<file path="config.mk">
export PLATFORM = sky130hd
export DESIGN_NAME = alu_hold_stage
export DESIGN_NICKNAME = d
export VERILOG_FILES = /design/src/rtl/alu_hold_stage.sv
export SDC_FILE = /design/constraint.sdc
export NUM_CORES = 1
export LEC_CHECK = 0
export BUFFER_PORTS_ARGS = -buffer_cell sky130_fd_sc_hd__buf_2
export CAP_MARGIN = 5
export CORE_ASPECT_RATIO = 1.75
export CORE_MARGIN = 3
export CORE_UTILIZATION = 50
export CTS_BUF_LIST = sky130_fd_sc_hd__clkbuf_16
export DETAILED_ROUTE_END_ITERATION = 7
export GPL_ROUTABILITY_DRIVEN = 1
export GPL_TIMING_DRIVEN = 1
export PLACE_DENSITY = 0.89
export SLEW_MARGIN = 20
export SYNTH_ARGS = -nofsm -noshare
export SYNTH_HDL_FRONTEND = slang
export SYNTH_SLANG_ARGS = --single-unit
</file>
<file path="constraint.sdc">
create_clock -name CLK -period 3.5 [get_ports CLK]
set_clock_uncertainty 0.1 [all_clocks]
set_input_delay 0.35 -clock CLK [delete_from_list [all_inputs] [get_ports CLK]]
set_output_delay 0.35 -clock CLK [all_outputs]
set_load 0.02 [all_outputs]
</file>
<file path="src/rtl/alu_hold_stage.sv">
// rtl/alu_hold_stage.sv - 6502 ALU stage with ADD hold register and two-cycle BCD adjust
module alu_hold_stage #(
  parameter int WIDTH = 8
) (
  input  logic             CLK,
  input  logic             RST_N,
  input  logic [WIDTH-1:0] AI,
  input  logic [WIDTH-1:0] BI,
  input  logic             OP_SUMS,
  input  logic             OP_ANDS,
  input  logic             OP_EORS,
  input  logic             OP_ORS,
  input  logic             OP_SRS,
  input  logic             CARRY_IN,
  input  logic             DECIMAL_EN,
  input  logic             START,
  output logic [WIDTH-1:0] ADD,
  output logic             ACR,
  output logic             AVR,
  output logic             HC,
  output logic             BUSY,
  output logic             DONE
);

  typedef enum logic {IDLE, ADJ} state_t;

  state_t           state, state_nxt;
  logic [WIDTH-1:0] add_nxt;
  logic             acr_nxt, avr_nxt, hc_nxt, done_nxt;

  logic [WIDTH:0]   sum_full;
  logic [4:0]       sum_low;
  logic [WIDTH:0]   adj_lo, adj_hi;

  assign sum_full = {1'b0, AI} + {1'b0, BI} + {{WIDTH{1'b0}}, CARRY_IN};
  assign sum_low  = {1'b0, AI[3:0]} + {1'b0, BI[3:0]} + {4'b0000, CARRY_IN};

  // Decimal adjust works on the registered binary sum, never on live inputs.
  assign adj_lo = {1'b0, ADD} +
                  ((HC || (ADD[3:0] > 4'd9)) ? (WIDTH+1)'(6) : (WIDTH+1)'(0));
  assign adj_hi = adj_lo +
                  ((ACR || (adj_lo[WIDTH:4] > (WIDTH-3)'(9))) ? (WIDTH+1)'(96) : (WIDTH+1)'(0));

  always_comb begin
    state_nxt = state;
    add_nxt   = ADD;
    acr_nxt   = ACR;
    avr_nxt   = AVR;
    hc_nxt    = HC;
    done_nxt  = 1'b0;
    case (state)
      IDLE: begin
        if (START) begin
          add_nxt  = '0;
          acr_nxt  = 1'b0;
          avr_nxt  = 1'b0;
          hc_nxt   = 1'b0;
          done_nxt = 1'b1;
          if (OP_SUMS) begin
            add_nxt = sum_full[WIDTH-1:0];
            acr_nxt = sum_full[WIDTH];
            hc_nxt  = sum_low[4];
            avr_nxt = (AI[WIDTH-1] == BI[WIDTH-1]) &&
                      (sum_full[WIDTH-1] != AI[WIDTH-1]);
            if (DECIMAL_EN) begin
              state_nxt = ADJ;
              done_nxt  = 1'b0;
            end
          end else if (OP_ANDS) begin
            add_nxt = AI & BI;
          end else if (OP_EORS) begin
            add_nxt = AI ^ BI;
          end else if (OP_ORS) begin
            add_nxt = AI | BI;
          end else if (OP_SRS) begin
            add_nxt = {CARRY_IN, AI[WIDTH-1:1]};
            acr_nxt = AI[0];
          end
        end
      end
      ADJ: begin
        add_nxt   = adj_hi[WIDTH-1:0];
        acr_nxt   = ACR | adj_hi[WIDTH];
        done_nxt  = 1'b1;
        state_nxt = IDLE;
      end
      default: state_nxt = IDLE;
    endcase
  end

  always_ff @(posedge CLK or negedge RST_N) begin
    if (!RST_N) begin
      state <= IDLE;
      ADD   <= '0;
      ACR   <= 1'b0;
      AVR   <= 1'b0;
      HC    <= 1'b0;
      DONE  <= 1'b0;
    end else begin
      state <= state_nxt;
      ADD   <= add_nxt;
      ACR   <= acr_nxt;
      AVR   <= avr_nxt;
      HC    <= hc_nxt;
      DONE  <= done_nxt;
    end
  end

  assign BUSY = (state == ADJ);

endmodule
</file>
==> key figures <==
Yosys
  • Synth Area in Adders: 0.189
  • Synth Area in Compound Gates: 0.254
  • Top FF cell, synth: dfrtp_1
  • Mapped Area: 1740 um^2
  • Seq/Total Area, Yosys: 0.187
  • #FFs+latches synth: 13
  • Ys Warns: 0
  • Multiplexer share of the synthesized area: 0.0294
  • Syn Area/Cell: 7.79 um^2
  • EDFF count, synth: 0
  • Post-synthesis cell count: 224
  • Simple-gate share of the synthesized area: 0.205
  • XOR/XNOR share of the synthesized area: 0.0402
  • Asr flop ratio synth: 1.00
  • Synth unique cells: 51
  • Post-Syn Nets: 274
  • Largest family of logic cells by synthesized area: compound AO/OA/AOI/OAI gates

Route
  • WL final: 4.79 mm
  • Drt first-iter violations: 79
  • DRC: 0
  • Vias: 1865
  • Final ANT Viol Nets: 0
  • Wire length per cell: 15.5 um
  • Vias per inst: 6.02
  • Pre-Repair DR Iteration Count: 4

Place
  • Placed cell area: 1980 um^2
  • Placed Cells: 297
  • GPL Wtd Cong: 0.890
  • IO Port Bufs: 38
  • Detail Placement HPWL: 3.67 mm

Critical path
  • Worst setup EP type: flop
  • Critical Path RT: 3.51 ns
  • Data arrival time of the worst path: 3.42 ns
  • Critical Path Source Type: flop
  • Crit Path Category: flop to flop
  • CP max FO: 3

Worst hold path
  • HP Class: input port to flop

Die
  • Die height: 84.1 um
  • IO Count: 39
  • Initial core utilization: 0.538
  • Die area: 4260 um^2
  • Chip width: 50.6 um
  • Core Area: 3240 um^2
  • Row count: 27

Cells and area
  • Filler instances: 281
  • Nets@finish: 318
  • Commonest non-fill, non-tap cell in the layout: buf_2
  • Area delta synth->final: 23.0%
  • Commonest cells after routing, fill and taps aside: buf_2, inv_1, ha_1
  • Layout Utilization: 0.661
  • Storage element area: 328 um^2
  • Multi-input logic area: 1300 um^2
  • Final Cell Area: 2140 um^2
  • Non-Filler Instances: 310
  • Inserted Diodes: 0
  • Share of layout cells above drive strength 1: 0.255

STA
  • Final Slew Violations: 0
  • Fin. Hold Viols: 0
  • Least-Margin Pin Slew: 0.547 ns
  • FMAX: 293 MHz
  • Min Tclk post-route: 3.41 ns
  • Worst slew margin: 0.635
  • Final setup viols: 0
  • Hold Slack: 0.274 ns
  • Period utilization: 0.974

Clock network
  • Total CTS buffers: 3
  • Clk buf depth: 2
  • Clock root buffer: clkbuf_16
  • H-tree lvl count: 1
  • Worst-Skew Late Latency: 0.24 ns
  • CTS clk-pin slew, worst paths: 0.05 ns
  • CTS tree: yes
  • TritonCTS Sinks: 13

Global route
  • Largest net degree at the start of global routing: 17
  • Antenna violations before repair: 0
  • First-pass GRT wire length: 8.02 mm
  • Total grt overflow: 0
  • Vias in the first global route: 1805
  • Total Routing Usage GR: 0.240

Power and ir drop
  • Max VDD drop: 0.223 mV
  • Cell Pwr Density: 444 nW/um^2
  • Pleak: 1.05 nW

Outcome
  • Outcome: completed

Job
  • Max-Cap Viols: 0
-- Yosys cell counts (4+ instances only) --
library cell	number	area, um^2
a21oi_1	16	80.1
a221oi_1	8	70.1
and3_1	5	31.3
clkbuf_1	6	22.5
dfrtp_1	13	325
fa_1	4	80.1
ha_1	20	250
inv_1	29	109
mux2i_1	4	40.0
nand2_1	17	63.8
nand3_1	8	40.0
nor2_1	17	63.8
nor2b_1	4	25.0
o21ai_0	14	70.1
o221ai_1	7	61.3
xnor2_1	7	61.3
-- worst max-delay path, stage by stage (launching register included) --
cell      delay (ns)
dfrtp_2         0.40
o21ai_1         0.13
nand2b_1        0.11
ha_2            0.22
fa_2            0.38
nand3_4         0.08
a21oi_2         0.05
a221oi_2        0.29
or3_4           0.19
buf_4           0.11
inv_1           0.05
fa_2            0.38
xnor2_1         0.13
mux2i_1         0.13
o221ai_1        0.11
or4_1           0.42
-- path summary, 6_finish.rpt --
check                      cells past startpoint  endpoint        from  slack, ns
min in group asynchronous                      2      DONE       RST_N       0.43
max in group asynchronous                      2    ADD[3]       RST_N       2.61
min reg2reg                                    2       AVR         AVR       0.38
max                                           15    ADD[7]      ADD[2]       0.09
min                                            2      BUSY  DECIMAL_EN       0.27
max reg2reg                                   15    ADD[7]      ADD[2]       0.09
-- logic make-up after synthesis --
group | after synthesis
xor+xnor | 8
simple gates | 70
compound gates | 65
flops | 13
fa+ha+maj | 24
buf+inv | 39
mux | 5
-- state kept, by name, indices dropped and copies added (netlist names) --
register / cells
DONE: 1
ADD: 8
ACR: 1
HC: 1
AVR: 1
BUSY: 1
-- repair_timing --
| item | 4_1_cts | 5_1_grt |
|---|---|---|
| hold buffers | 1 | 0 |
| hold endpoints to repair | 13 | 0 |
| setup endpoints to repair | 0 | 2 |
| buffers inserted | 0 | 8 |
| resized for setup | 0 | 3 |
-- final cells by class --
cell class	count	area share
clock buffer	3	0.0350
clock inverter	1	0.00175
inverter	29	0.0508
multi-input combinational	172	0.606
sequential	13	0.153
tap	43	0.0251
timing repair buffer	49	0.128
-- stage by stage --
step	setup TNS [ns]	power (mW)	worst slack [ns]
global route	-0.0549	1.02	-0.0549
global placement	0	0.658	0.154
detailed placement	0	0.675	0.0539
CTS	0	0.899	0.0225
floorplan	0	0.548	0.0785
finish	0	0.952	0.0895
-- report_power, final --
| part | switching (mW) | total (mW) | internal [mW] | leakage [nW] |
|---|---|---|---|---|
| clock network | 0.0627 | 0.213 | 0.151 | 0.0423 |
| registers | 0.0410 | 0.222 | 0.181 | 0.159 |
| logic | 0.282 | 0.517 | 0.234 | 0.850 |
-- metal layers --
layer / vias to the layer above / routed length [um] / global-route usage
met3: 18 / 231 / 0.0249
met4: 0 / 184 / 0.154
met1: 874 / 1790 / 0.257
met2: 89 / 2580 / 0.430
li1: 884 / - / -
met5: - / 0 / 0
Power figures use the tool's default switching activity.
